$ cat src/rtl/rst_timebase_gen_pkg.sv
// Shared state encodings and default timing constants for the reset/timebase generator.
package rst_timebase_gen_pkg;

  typedef enum logic [1:0] {
    WAIT_LOCK = 2'd0,
    STABLE    = 2'd1,
    RUN       = 2'd2
  } state_e;

  localparam int DEF_STABLE_CYCLES = 1000;
  localparam int DEF_DIV_US        = 20;
  localparam int DEF_DIV_MS        = 1000;

  localparam logic [7:0] LOSS_MAX  = 8'd255;

endpackage

$ cat src/rtl/rst_timebase_gen_tick_divider.sv
// Enable-driven modulo-DIV counter; tick is high on the enabled cycle that completes a period.
module tick_divider #(
  parameter int DIV = 20
) (
  input  logic CLK_20MHZ,
  input  logic clr,
  input  logic en,
  output logic tick
);

  localparam int            W    = $clog2(DIV);
  localparam logic [W-1:0]  LAST = W'(DIV - 1);

  logic [W-1:0] cnt;

  always_ff @(posedge CLK_20MHZ) begin
    if (clr) begin
      cnt <= '0;
    end else if (en) begin
      cnt <= (cnt == LAST) ? '0 : cnt + W'(1);
    end
  end

  // Combinational so a cascaded stage can fire in the same cycle as its enable.
  assign tick = en && (cnt == LAST);

endmodule

$ cat src/rtl/rst_timebase_gen.sv
// Lock-qualified system reset plus 1 us / 1 ms strobes for the 20 MHz domain.
// Optional lock-loss event counter built only when RST_TIMEBASE_LOSS_CNT_EN is defined.
module rst_timebase_gen
  import rst_timebase_gen_pkg::*;
#(
  parameter int STABLE_CYCLES = DEF_STABLE_CYCLES,
  parameter int DIV_US        = DEF_DIV_US,
  parameter int DIV_MS        = DEF_DIV_MS
) (
  input  logic       CLK_20MHZ,
  input  logic       RST,
  input  logic       LOCKED,
  input  logic       CLR_LOST,
  output logic       SYS_RST,
  output logic       READY,
  output logic       TICK_1US,
  output logic       TICK_1MS,
  output logic       LOCK_LOST,
  output logic [7:0] LOSS_COUNT
);

  localparam int               SW        = $clog2(STABLE_CYCLES);
  localparam logic [SW-1:0]    STAB_LAST = SW'(STABLE_CYCLES - 1);

  logic          lock_meta;
  logic          lock_s;
  state_e        state;
  state_e        next_state;
  logic [SW-1:0] cnt;
  logic [SW-1:0] cnt_next;
  logic          loss;
  logic          run_q;
  logic          tb_clr;
  logic          us_en;

  // NOTE: non-blocking assignments in clocked blocks so both flops sample pre-edge values.
  always_ff @(posedge CLK_20MHZ) begin
    if (RST) begin
      lock_meta <= 1'b0;
      lock_s    <= 1'b0;
    end else begin
      lock_meta <= LOCKED;
      lock_s    <= lock_meta;
    end
  end

  // NOTE: every output of this block gets a default first, so no latch can be inferred.
  always_comb begin
    next_state = state;
    cnt_next   = cnt;
    loss       = 1'b0;
    case (state)
      WAIT_LOCK: begin
        cnt_next = '0;
        if (lock_s) next_state = STABLE;
      end
      STABLE: begin
        if (!lock_s) begin
          next_state = WAIT_LOCK;
          cnt_next   = '0;
        end else if (cnt == STAB_LAST) begin
          next_state = RUN;
          cnt_next   = '0;
        end else begin
          cnt_next = cnt + SW'(1);
        end
      end
      RUN: begin
        if (!lock_s) begin
          next_state = WAIT_LOCK;
          loss       = 1'b1;
        end
      end
      default: begin
        next_state = WAIT_LOCK;
        cnt_next   = '0;
      end
    endcase
  end

  always_ff @(posedge CLK_20MHZ) begin
    if (RST) begin
      state     <= WAIT_LOCK;
      cnt       <= '0;
      SYS_RST   <= 1'b1;
      READY     <= 1'b0;
      LOCK_LOST <= 1'b0;
      run_q     <= 1'b0;
    end else begin
      state   <= next_state;
      cnt     <= cnt_next;
      SYS_RST <= (next_state != RUN);
      READY   <= (next_state == RUN);
      run_q   <= (state == RUN);
      // A loss in the same cycle as a clear request keeps the flag set.
      if (loss) begin
        LOCK_LOST <= 1'b1;
      end else if (CLR_LOST) begin
        LOCK_LOST <= 1'b0;
      end
    end
  end

  // run_q delays the us stage by one cycle so the first strobe lands DIV_US cycles after READY.
  assign tb_clr = RST || (next_state != RUN);
  assign us_en  = run_q && (state == RUN);

  tick_divider #(.DIV(DIV_US)) u_us_div (
    .CLK_20MHZ (CLK_20MHZ),
    .clr       (tb_clr),
    .en        (us_en),
    .tick      (TICK_1US)
  );

  tick_divider #(.DIV(DIV_MS)) u_ms_div (
    .CLK_20MHZ (CLK_20MHZ),
    .clr       (tb_clr),
    .en        (TICK_1US),
    .tick      (TICK_1MS)
  );

`ifdef RST_TIMEBASE_LOSS_CNT_EN
  logic [7:0] loss_cnt;

  always_ff @(posedge CLK_20MHZ) begin
    if (RST) begin
      loss_cnt <= 8'd0;
    end else if (loss && (loss_cnt != LOSS_MAX)) begin
      loss_cnt <= loss_cnt + 8'd1;
    end
  end

  assign LOSS_COUNT = loss_cnt;
`else
  assign LOSS_COUNT = 8'd0;
`endif

endmodule

$ cat config.mk
export PLATFORM = sky130hd
export DESIGN_NAME = rst_timebase_gen
export DESIGN_NICKNAME = d
export VERILOG_FILES = /design/src/rtl/rst_timebase_gen_pkg.sv /design/src/rtl/rst_timebase_gen_tick_divider.sv /design/src/rtl/rst_timebase_gen.sv
export SDC_FILE = /design/constraint.sdc
export NUM_CORES = 1
export LEC_CHECK = 0
export ABC_AREA = 1
export CAP_MARGIN = 20
export CORE_UTILIZATION = 55
export CTS_CLUSTER_SIZE = 40
export DETAILED_ROUTE_END_ITERATION = 12
export PLACE_DENSITY = 0.77
export RECOVER_POWER = 100
export SKIP_LAST_GASP = 1
export SLEW_MARGIN = 5
export SYNTH_ARGS = -nofsm -noshare
export SYNTH_HDL_FRONTEND = slang
export SYNTH_HIERARCHICAL = 1
export SYNTH_SLANG_ARGS = --single-unit
$ cat constraint.sdc
create_clock -name CLK_20MHZ -period 2.1 [get_ports CLK_20MHZ]
set_clock_uncertainty 0.2 [all_clocks]
set_input_delay 0.21 -clock CLK_20MHZ [delete_from_list [all_inputs] [get_ports CLK_20MHZ]]
set_output_delay 0.21 -clock CLK_20MHZ [all_outputs]
set_load 0.01 [all_outputs]
# Yosys cells after proc, flatten, opt, wreduce, memory -nomap -nowiden
# Index checks and enable logic that the tools add are counted.
# totals
ff_bits,33
latch_bits,0
ram_bits,0
mem_bits_ro,0
in_bits,4
out_inout_bits,13
elab_cells,40
memories,0
# classes
addsub,3
n_mul,0
div_mod_pow,0
n_lt_le_gt_ge,0
eq_ne,7
shift,0
mux,14
bitwise_logic,0
reduce_logical,6
# ops
cell,n
$mux 10,3
$add 10x1->10 const B,2
$eq 10x10->1 const B,2
$pmux 10 s2,1
$mux 2,4
$pmux 2 s3,1
$add 5x1->5 const B,1
$eq 5x5->1 const B,1
$mux 5,1
$eq 2x2->1 const B,2
$mux 1,4
$logic_and 1x1->1,3
$eq 2x1->1 const B,1
$logic_not 2->1,1
$ne 2x2->1 const B,1
$reduce_bool 2->1,1
$logic_or 1x1->1,1

# Logic depth before layout (Yosys ltp)
# Gate-level depths: netlist (run 1).
# logic_depth
word_depth,6
mapped_depth,13
mapped_depth_nobuf,13

# By module
# Netlist (run 1), hierarchy kept.
# by_module_without_submodules
module,instances,cells_each,area_per_inst_um2,seq_area_each_um2
rst_timebase_gen,1,133,939.7,360.3
tick_divider (u_ms_div),1,80,566.8,200.2
tick_divider (u_us_div),1,35,237.7,100.1

# Worst setup path before layout (run 1)
# Ideal clock, no wire load.
# synth_path
kind,register to register
startpoint,register state[1]
endpoint,register u_ms_div.cnt[9]
setup_ns,0.114
arrival_ns,1.594
t_required_ns,1.786
slack_ns,0.192
stages_incl_launch_ff,13
n_path_buf,0
synth_period_minus_slack_ns,1.908
path_cell_list,dfxtp_1 > and3_1 > nand2_1 > nor2_1 > nand2_1 > inv_1 > inv_2 > nor2_4 > nand3_2 > nand2_4 > inv_1 > nand2_1 > nor2_2
# synth_between
elab_cells_between_ends,12
classes_between,eq/ne: 3; mux: 5; reduce/logical: 4
# synth_lines
item,line,source
"start, declared",rst_timebase_gen.sv:27,state_e state;
"start signal, assigned",rst_timebase_gen.sv:90,state <= next_state;
$eq 2x2->1,rst_timebase_gen.sv:106,assign us_en = run_q && (state == RUN);
$logic_and 1x1->1,rst_timebase_gen.sv:106,
named net us_en,rst_timebase_gen.sv:34,logic us_en;
$logic_and 1x1->1,rst_timebase_gen_tick_divider.sv:25,assign tick = en && (cnt == LAST);
named net TICK_1US,rst_timebase_gen.sv:16,"output logic TICK_1US,"
"end signal, assigned",rst_timebase_gen_tick_divider.sv:20,cnt <= (cnt == LAST) ? '0 : cnt + W'(1);
"end, declared",rst_timebase_gen_tick_divider.sv:14,logic [W-1:0] cnt;
# The timed path passes the listed nets, and every way through them passes these cells.
# A chain may end at the register's enable or synchronous reset.

# Worst setup path in the final report (run 1)
# layout_path
startpoint,register state[0]
endpoint,output TICK_1US
# layout_between
elab_chain_cells,3
# layout_lines
item,line
$eq 2x2->1,rst_timebase_gen.sv:106
$logic_and 1x1->1,rst_timebase_gen.sv:106
named net us_en,rst_timebase_gen.sv:34
$logic_and 1x1->1,rst_timebase_gen_tick_divider.sv:25
"end, declared",rst_timebase_gen.sv:16
# The timed path passes the listed nets, and every way through them passes these cells.

==> qor.csv, run 1 <==
metric,value,unit
yosysSeqAreaShare,37.9,%
post_dp_cell_area,0.00192,mm2
fin_hold_ws,203,ps
cp.arrival,1560,ps
cap_violations,0,
n_antenna_cell,0,
io_pins,17,
fin_nets,280,
clk_path_buf_depth,2,
core_area,0.00303,mm2
cts_made_buffers,5,
avgRoutedWirePerCell,10.1,um
finalCritPeriodShare,93.7,%
start_util,57.6,%
numPortBuffers,8,
routed_via_density,4.82,
fin_ws,131,ps
power_leakage,0.764,nW
start_kind,register,
cts_tree,yes,
grt_pass1_vias,1312,
routed_wl,3180,um
powerDensity,494,mW/mm2
routed-via-count,1523,
gp_congestion,0.842,
peakVddDrop,0.000396,V
fmax,508,MHz
layout.cells.most_common,nand2_1,
fillCellCount,288,
row_count,20,
hold_path.class,input port to register,
required,1690,ps
layout_common_cells,"nand2_1 (63), dfxtp_1 (32), inv_1 (27), nor2_1 (27), nand3_1 (14)",
layout.cells.non_filler,316,
yosysTopAreaCell,dfxtp_1,
synth_top_family_by_area,simple AND/OR/NAND/NOR gates,
drive_above_1_share,15.8,%
synth_area_per_cell,7.03,um2
drc,0,
area_delta_synth_final,11.9,%
place.detailed.hpwl,2460,um
initialDrtViolationCount,64,
synth.area.mux_share,0,%
outcome,"finished, final reports clean",
synth_area,0.00174,mm2
die_h,58.3,um
synth.distinct_cells,31,
grt_overflow,0,
die_area,0.00340,mm2
ys_ff_latch,33,
cts_sinks,33,
yosysTopAreaCellShare,37.9,%
finalSetupTns,0,ps
dp_cells,309,
crit_type,register to output pin,
synth_compound_area_share,9.54,%
end_kind,output pin,
preCtsSetupSlack,-5.98,ps
dr.pass1.iters,4,
hold_violations,0,
grt_pass1_wl,5380,um
utilization,64.5,%
drv_slew,0,
ant_nets,0,
htreeDepth,2,
final-setup-viol-count,0,
synthSimpleGateAreaFrac,37.7,%
synth_adder_area_share,2.15,%
cp_max_fo,6,
cts.clk_slew.worst_paths,90,ps
gr-usage-all-layers,21.1,%
antenna_found_initial,0,
cts_root_buf,clkbuf_4,
clock_latency,330,ps
final_cell_area,0.00195,mm2
fin_crit,1970,ps
ys_warn_count,6,
die_w,58.3,um
synth_area_leaders,"dfxtp_1 (38%), nand2_1 (13%), inv_1 (6.2%), nor2_1 (5.6%), a21oi_1 (3.7%)",
total_power,0.963,mW
synthXorXnorAreaFrac,1.51,%
grt_max_degree,10,
syn_inst,248,
[path summary, 6_finish.rpt]
| path | depth (start not counted) | slack, ps | to | start |
|---|---|---|---|---|
| worst min register to register | 2 | 210 | lock_s | lock_meta |
| worst max register to register | 11 | 200 | u_ms_div/cnt[9] | cnt[1] |
| worst max-delay path | 8 | 130 | TICK_1US | state[0] |
| worst min-delay path | 3 | 200 | lock_meta | LOCKED |
[timing repair]
action,CTS,global route
hold buffers,0,0
endpoints found under the hold margin,0,0
endpoints found under the setup margin,2,7
setup buffers,0,1
pin swaps,0,3
gates resized for setup,3,11
[kinds of logic after synthesis]
family / count (synthesis)
and+or+nand+nor: 136
buffers and inverters: 43
DFF: 33
AOI/OAI and AO/OA: 29
xor gates and xnor gates: 3
adders and majority gates: 3
other: 1
[report_power, final]
group	leakage [nW]	internal, mW	switching [mW]	total (mW)
Clock	0.0269	0.116	0.193	0.308
Combinational	0.470	0.00967	0.0157	0.0254
Sequential	0.267	0.628	0.00167	0.629
[sequential cells by signal (all words and copies together) (netlist names)]
signal,flops
READY,1
state,2
lock_s,1
u_ms_div/cnt,10
SYS_RST,1
cnt,10
lock_meta,1
LOCK_LOST,1
u_us_div/cnt,5
run_q,1
[cells in the mapped netlist]
cell type  count
o211ai_1       1
buf_4          8
nor2_1        26
o21bai_1       2
nand3b_1       1
nand2_2        6
o21bai_2       1
inv_2          4
nand3_1       13
nand2_1       62
and3_1         1
nor3_4         1
o21ai_2        1
ha_1           3
xor2_1         3
o22ai_1        3
a21oi_1       13
conb_1         1
clkinv_1       1
nor3_1         4
or2_0          1
inv_1         29
buf_2          1
o21ai_0        7
nand4_1        8
nor2_2         5
dfxtp_1       33
nor2_4         4
nand3_2        3
nand2_4        1
o21ai_1        1
[critical path, stage by stage, from the launching register on]
cell	delay, ps
dfxtp_2	330
inv_2	50
and3_4	180
nand2_1	60
nor2_1	90
nand2_1	90
inv_2	70
buf_4	130
clkdlybuf4s15_1	240
[layer usage]
metal  up-vias  routed length, um  track usage [%]  part of all wire, %
met4         0                 64             10.2                  2.0
li1        825                  -                -                    -
met2        31               1410             33.0                   44
met3         8                149             4.62                  4.7
met1       659               1550             27.7                   49
met5         -                  0                0                    0
[layout make-up]
| class | count | area (um2) | area share (%) |
|---|---|---|---|
| multi-input cells | 179 | 912 | 46.7 |
| clock buffers | 5 | 37.5 | 1.92 |
| flip-flops and latches | 33 | 662 | 33.9 |
| clock inverters | 1 | 5.00 | 0.256 |
| well taps | 44 | 55.1 | 2.82 |
| repair buffers | 20 | 153 | 7.82 |
| inverters | 34 | 128 | 6.54 |
Power figures use the tool's default switching activity.
==> run 2: changes to the inputs <==
HOLD_SLACK_MARGIN = 0.06   (was not set)
SETUP_SLACK_MARGIN = 0.5   (was not set)
==> run 2 against run 1 <==
  * Clock-buffer cell count grew 2
  * Combinational power down 5%
  * Die area is the same
  * Critical path depth grew 1
  * Register-to-register slack got worse by 30 ps
  * Clock power grew 34%
  * Utilization rose by 5.7 points
  * Routed wire length rose by 19%
  * Largest cell class unchanged
  * Maximum frequency up 1.8%
  * First-iteration DRC count is 17% higher
==> qor.csv, run 2 (synthesized netlist as in run 1, its figures left out) <==
metric,value,unit,change
layout.cells.most_common,nand2_1,,
hold_path.class,input port to register,,
initialDrtViolationCount,75,,+17%
r2r-start,cnt[0],,
fin_hold_ws,187,ps,-15.5 ps
postCtsHoldBufs,0,,unchanged
power_leakage,0.866,nW,+13%
final-setup-viol-count,0,,unchanged
n_antenna_cell,0,,unchanged
required,2170,ps,+480 ps
die_area,0.00340,mm2,unchanged
drv_slew,0,,unchanged
cts_tree,yes,,
avgRoutedWirePerCell,11.7,um,+16%
cts.clk_slew.worst_paths,110,ps,+20 ps
drc,0,,unchanged
routed-via-count,1617,,+6.2%
cap_violations,0,,unchanged
start_util,57.6,%,unchanged
power.switching,0.238,mW,+13%
rsz0062_at_grt,yes,,
grt_pass1_wl,6080,um,+13%
layout_common_cells,"nand2_1 (58), dfxtp_1 (26), inv_1 (26)",,
min_path_cells,3,,unchanged
fin_crit,1930,ps,-35.0 ps
cp_max_fo,6,,unchanged
grt_pass1_vias,1459,,+11%
finalCritPeriodShare,92.1,%,-1.7 points
cp_slowest_cell,dfxtp_1,,
fmax,517,MHz,+1.8%
r2r_cells,9,,-2
clk_path_buf_depth,2,,unchanged
routed_wl,3770,um,+19%
start_kind,register,,
path_cells,"ha_1, nand2_4, nor3_4, nand4_1, nand2_2, nand2_4, inv_4, nand2_1, a21oi_2",,
grt_max_degree,11,,+1
io_pins,17,,unchanged
antenna_found_initial,0,,unchanged
clock_latency,330,ps,about the same
grt_overflow,0,,unchanged
core_area,0.00303,mm2,unchanged
outcome,"finished, final reports clean",,
finalSetupTns,0,ps,unchanged
peakVddDrop,0.000337,V,-15%
reg2reg_slack,170,ps,-30 ps
hold_violations,0,,unchanged
die_w,58.3,um,unchanged
die_h,58.3,um,unchanged
end_kind,register,,
row_count,20,,unchanged
routed_via_density,5.01,,+3.9%
p_clk_share,38.8,%,+6.8 points
dr.pass1.iters,4,,unchanged
powerDensity,502,mW/mm2,+1.8%
area_delta_synth_final,21.8,%,
numPortBuffers,8,,unchanged
p_int,0.829,mW,+10%
path_buf_inv,1,,-3
cpLargestDelayFamily,simple AND/OR/NAND/NOR gates,,
htreeDepth,2,,unchanged
swShare,22.3,%,+0.49 points
reg2reg_to,u_us_div/cnt[0],,
hp-start,LOCKED,,
gr-usage-all-layers,23.6,%,+2.5 points
ant_nets,0,,unchanged
p_seq_share,59.0,%,-6.3 points
gp_congestion,0.874,,+3.8%
place.detailed.hpwl,2430,um,-1.1%
cp.arrival,2000,ps,+440 ps
cts_sinks,33,,unchanged
drive_above_1_share,26.2,%,+10 points
power_frac_comb,2.3,%,-0.3 points
cts_root_buf,clkbuf_4,,
fin_nets,285,,+1.8%
min_to,lock_meta,,
cpPeakStageDelay,360,ps,+30 ps
crit_path_frequent_cell,nand2_4,,
cts_made_buffers,5,,unchanged
crit_type,register to register,,
largestRegisters,"cnt x10, u_ms_div/cnt x10, u_us_div/cnt x5",,
## run 2: changes by cell type in the layout (fill, tap and decap cells not counted), moves of 3 or more
| cell | previous run | this run |
|---|---|---|
| nand2_1 | 63 | 58 |
| a21oi_1 | 13 | 8 |
| nor2_4 | 3 | 6 |
| a21oi_2 | 0 | 5 |
| dfxtp_1 | 32 | 26 |
| buf_4 | 9 | 12 |
| inv_4 | 0 | 3 |
| nand2_4 | 1 | 4 |
| dlygate4sd3_1 | 4 | 1 |
| dfxtp_2 | 1 | 6 |
## run 2: how the worst max path moves through the flow
stage              from         endpoint  slack, ps  cells after the start
2_1_floorplan  state[0]  u_ms_div/cnt[9]        370                     13
3_3_place_gp   state[0]         TICK_1MS         60                      9
3_5_place_dp   state[0]         TICK_1MS         50                      9
4_1_cts        state[0]         TICK_1MS        190                      9
5_1_grt          cnt[0]  u_us_div/cnt[0]         30                      9
6_report         cnt[0]  u_us_div/cnt[0]        170                      9
## run 2: timing repair
item	CTS	global route
buffers inserted	8	4
resized for setup	25	22
pin swaps	8	5
setup endpoints to repair	19	23
## run 2: metal layers
metal,share of wire [%],vias to the layer above,track usage [%]
met4,1.4,0,9.86
li1,-,833,-
met2,48,39,38.4
met5,0,-,0
met3,4.5,7,4.62
met1,46,738,30.6
## run 2: worst reg2reg max path, cell delays in order (launching register included)
cell     delay, ps
dfxtp_1        360
ha_1           230
nand2_4         80
nor3_4         190
nand4_1        200
nand2_2        150
nand2_4        110
inv_4           90
nand2_1        120
a21oi_2        150
## run 2: layout make-up
| class | instances | area (um2) |
|---|---|---|
| Sequential cell | 33 | 672 |
| Clock buffer | 7 | 65.1 |
| Timing Repair Buffer | 25 | 198 |
| Inverter | 34 | 135 |
| Tap cell | 44 | 55.1 |
| Fill cell | 253 | 903 |
| Multi-Input combinational cell | 179 | 995 |
| Clock inverter | 1 | 5.00 |
## run 2: stage by stage
stage	utilization, %	setup WS, ps	std cells	area [um2]	power [mW]
floorplan	-	368	255	1800	0.669
global placement	62.9	60.1	303	1900	0.669
detailed placement	62.9	46.3	303	1900	0.669
CTS	68.6	189	319	2080	1.07
global route	70.2	26.6	323	2120	1.11
finish	70.2	166	323	2120	1.07
## run 2: power by group through the flow
stage / sequential [mW] / clock [mW] / combinational, mW
floorplan: 0.644 / 0 / 0.0248
global placement: 0.644 / 0 / 0.0241
detailed placement: 0.645 / 0 / 0.0241
CTS: 0.629 / 0.418 / 0.0256
global route: 0.630 / 0.453 / 0.0273
finish: 0.629 / 0.414 / 0.0241
==> run 3: changes to the inputs <==
clock period = 1.8 ns   (was 2.1 ns; I/O delays follow)
==> run 3 against run 2 <==
  * The run now ends with negative setup slack left
  * First-iteration DRC count increased by 11%
  * Combinational power increased by 41%
  * Register-to-register slack got worse by 210 ps
  * Sequential power increased by 17%
  * Utilization increased by 12 points
  * Setup slack got worse by 230 ps
  * Die area unchanged
  * Largest power group unchanged
==> qor.csv, run 3 (synthesized netlist as in run 1, its figures left out) <==
metric,value,unit,change
outcome,"finished, violations left",,
violations,negative setup slack,,
final_cell_area,0.00248,mm2,+17%
end_kind,output pin,,
numPortBuffers,8,,unchanged
cts_made_buffers,5,,unchanged
cts.clk_slew.worst_paths,100,ps,about the same
dp_cells,321,,+5.9%
fin_hold_ws,139,ps,-48.1 ps
drive_above_1_share,40.3,%,+14 points
initialDrtViolationCount,83,,+11%
antenna_found_initial,0,,unchanged
min_path_cells,3,,unchanged
ant_nets,0,,unchanged
start_util,57.6,%,unchanged
gr-usage-all-layers,23.4,%,-0.21 points
finalCritPeriodShare,104,%,
drv_slew,0,,unchanged
grt_pass1_vias,1412,,-3.2%
largestRegisters,"cnt x10, u_ms_div/cnt x10, u_us_div/cnt x5",,
place.detailed.hpwl,2540,um,+4.5%
cp_max_fo,3,,-3
layout.cells.non_filler,352,,+9.0%
post_dp_cell_area,0.00206,mm2,+8.3%
routed-via-count,1770,,+9.5%
fin_nets,314,,+10%
peakVddDrop,0.000474,V,+41%
postCtsHoldBufs,0,,unchanged
clk_path_buf_depth,2,,unchanged
utilization,81.9,%,+12 points
powerDensity,473,mW/mm2,-5.9%
required,1420,ps,-750 ps
die_h,58.3,um,unchanged
routed_via_density,5.03,,+0.44%
n_antenna_cell,0,,unchanged
cts_tree,yes,,
die_area,0.00340,mm2,unchanged
fin_ws,-64.9,ps,-231 ps
layout_common_cells,"nand2_1 (53), buf_4 (30), inv_1 (25)",,
crit_type,register to output pin,,
start_kind,register,,
cts_sinks,33,,unchanged
layout.cells.most_common,nand2_1,,
core_area,0.00303,mm2,unchanged
hold_violations,0,,unchanged
fmax,536,MHz,
rsz0062_at_grt,yes,,
htreeDepth,2,,unchanged
routed_wl,4460,um,+18%
cap_violations,0,,unchanged
grt_pass1_wl,6000,um,-1.2%
power_leakage,1.04,nW,+20%
dr.pass1.iters,4,,unchanged
cp.arrival,1480,ps,-520 ps
io_pins,17,,unchanged
hold_path.class,input port to register,,
fin_crit,1860,ps,
clock_latency,340,ps,about the same
drc,0,,unchanged
die_w,58.3,um,unchanged
avgRoutedWirePerCell,12.7,um,+8.6%
r2r_cells,12,,+3
cts_root_buf,clkbuf_4,,
grt_max_degree,11,,unchanged
area_delta_synth_final,42.1,%,
grt_overflow,0,,unchanged
gp_congestion,0.891,,+2.0%
final-setup-viol-count,3,,+3
row_count,20,,unchanged
[run 3: worst max-delay path, cell delays in order (launching register included)]
cell,delay [ps]
dfxtp_2,340
inv_2,50
and3_4,200
nand2_4,60
nor2_4,90
nand2_2,70
inv_2,80
inv_2,40
nor3_2,90
buf_2,150
[run 3: stage by stage]
step | TNS, ps | worst slack, ps | total power [mW]
after floorplan | 0 | 67.8 | 0.780
after global placement | -194 | -140 | 0.782
after detailed placement | -261 | -183 | 0.783
after CTS | -49.9 | -49.9 | 1.17
after global routing | -875 | -176 | 1.21
final | -118 | -64.9 | 1.17
[run 3: layout make-up]
type | count | area [um2]
Inverter | 34 | 134
Multi-Input combinational cell | 179 | 1100
Sequential cell | 33 | 674
Tap cell | 44 | 55.1
Timing Repair Buffer | 54 | 464
Fill cell | 189 | 549
Clock inverter | 2 | 10.0
Clock buffer | 6 | 41.3
[run 3: final timing paths]
path                     end  slack, ps       from
min                lock_meta        140     LOCKED
min reg2reg           lock_s        200  lock_meta
max reg2reg  u_ms_div/cnt[9]        -40   state[0]
max                 TICK_1MS        -60   state[0]
[run 3: layer usage]
metal	part of all wire (%)	vias to the layer above	GRT usage, %	wire [um]
met5	0	-	0	0
met4	2.0	0	8.16	91
li1	-	897	-	-
met1	43	816	31.0	1910
met3	5.0	10	6.59	221
met2	50	47	36.6	2240
[run 3: power by group]
| part | total (mW) | switching (mW) | internal, mW |
|---|---|---|---|
| clock network | 0.404 | 0.255 | 0.149 |
| registers | 0.734 | 0.00272 | 0.731 |
| logic | 0.0339 | 0.0215 | 0.0123 |
| total | 1.17 | 0.280 | 0.892 |
[run 3: timing repair]
action | 4_1_cts | 5_1_grt
pin swaps | 16 | 19
setup buffers | 8 | 15
resized for setup | 42 | 34
endpoints found under the setup margin | 35 | 36
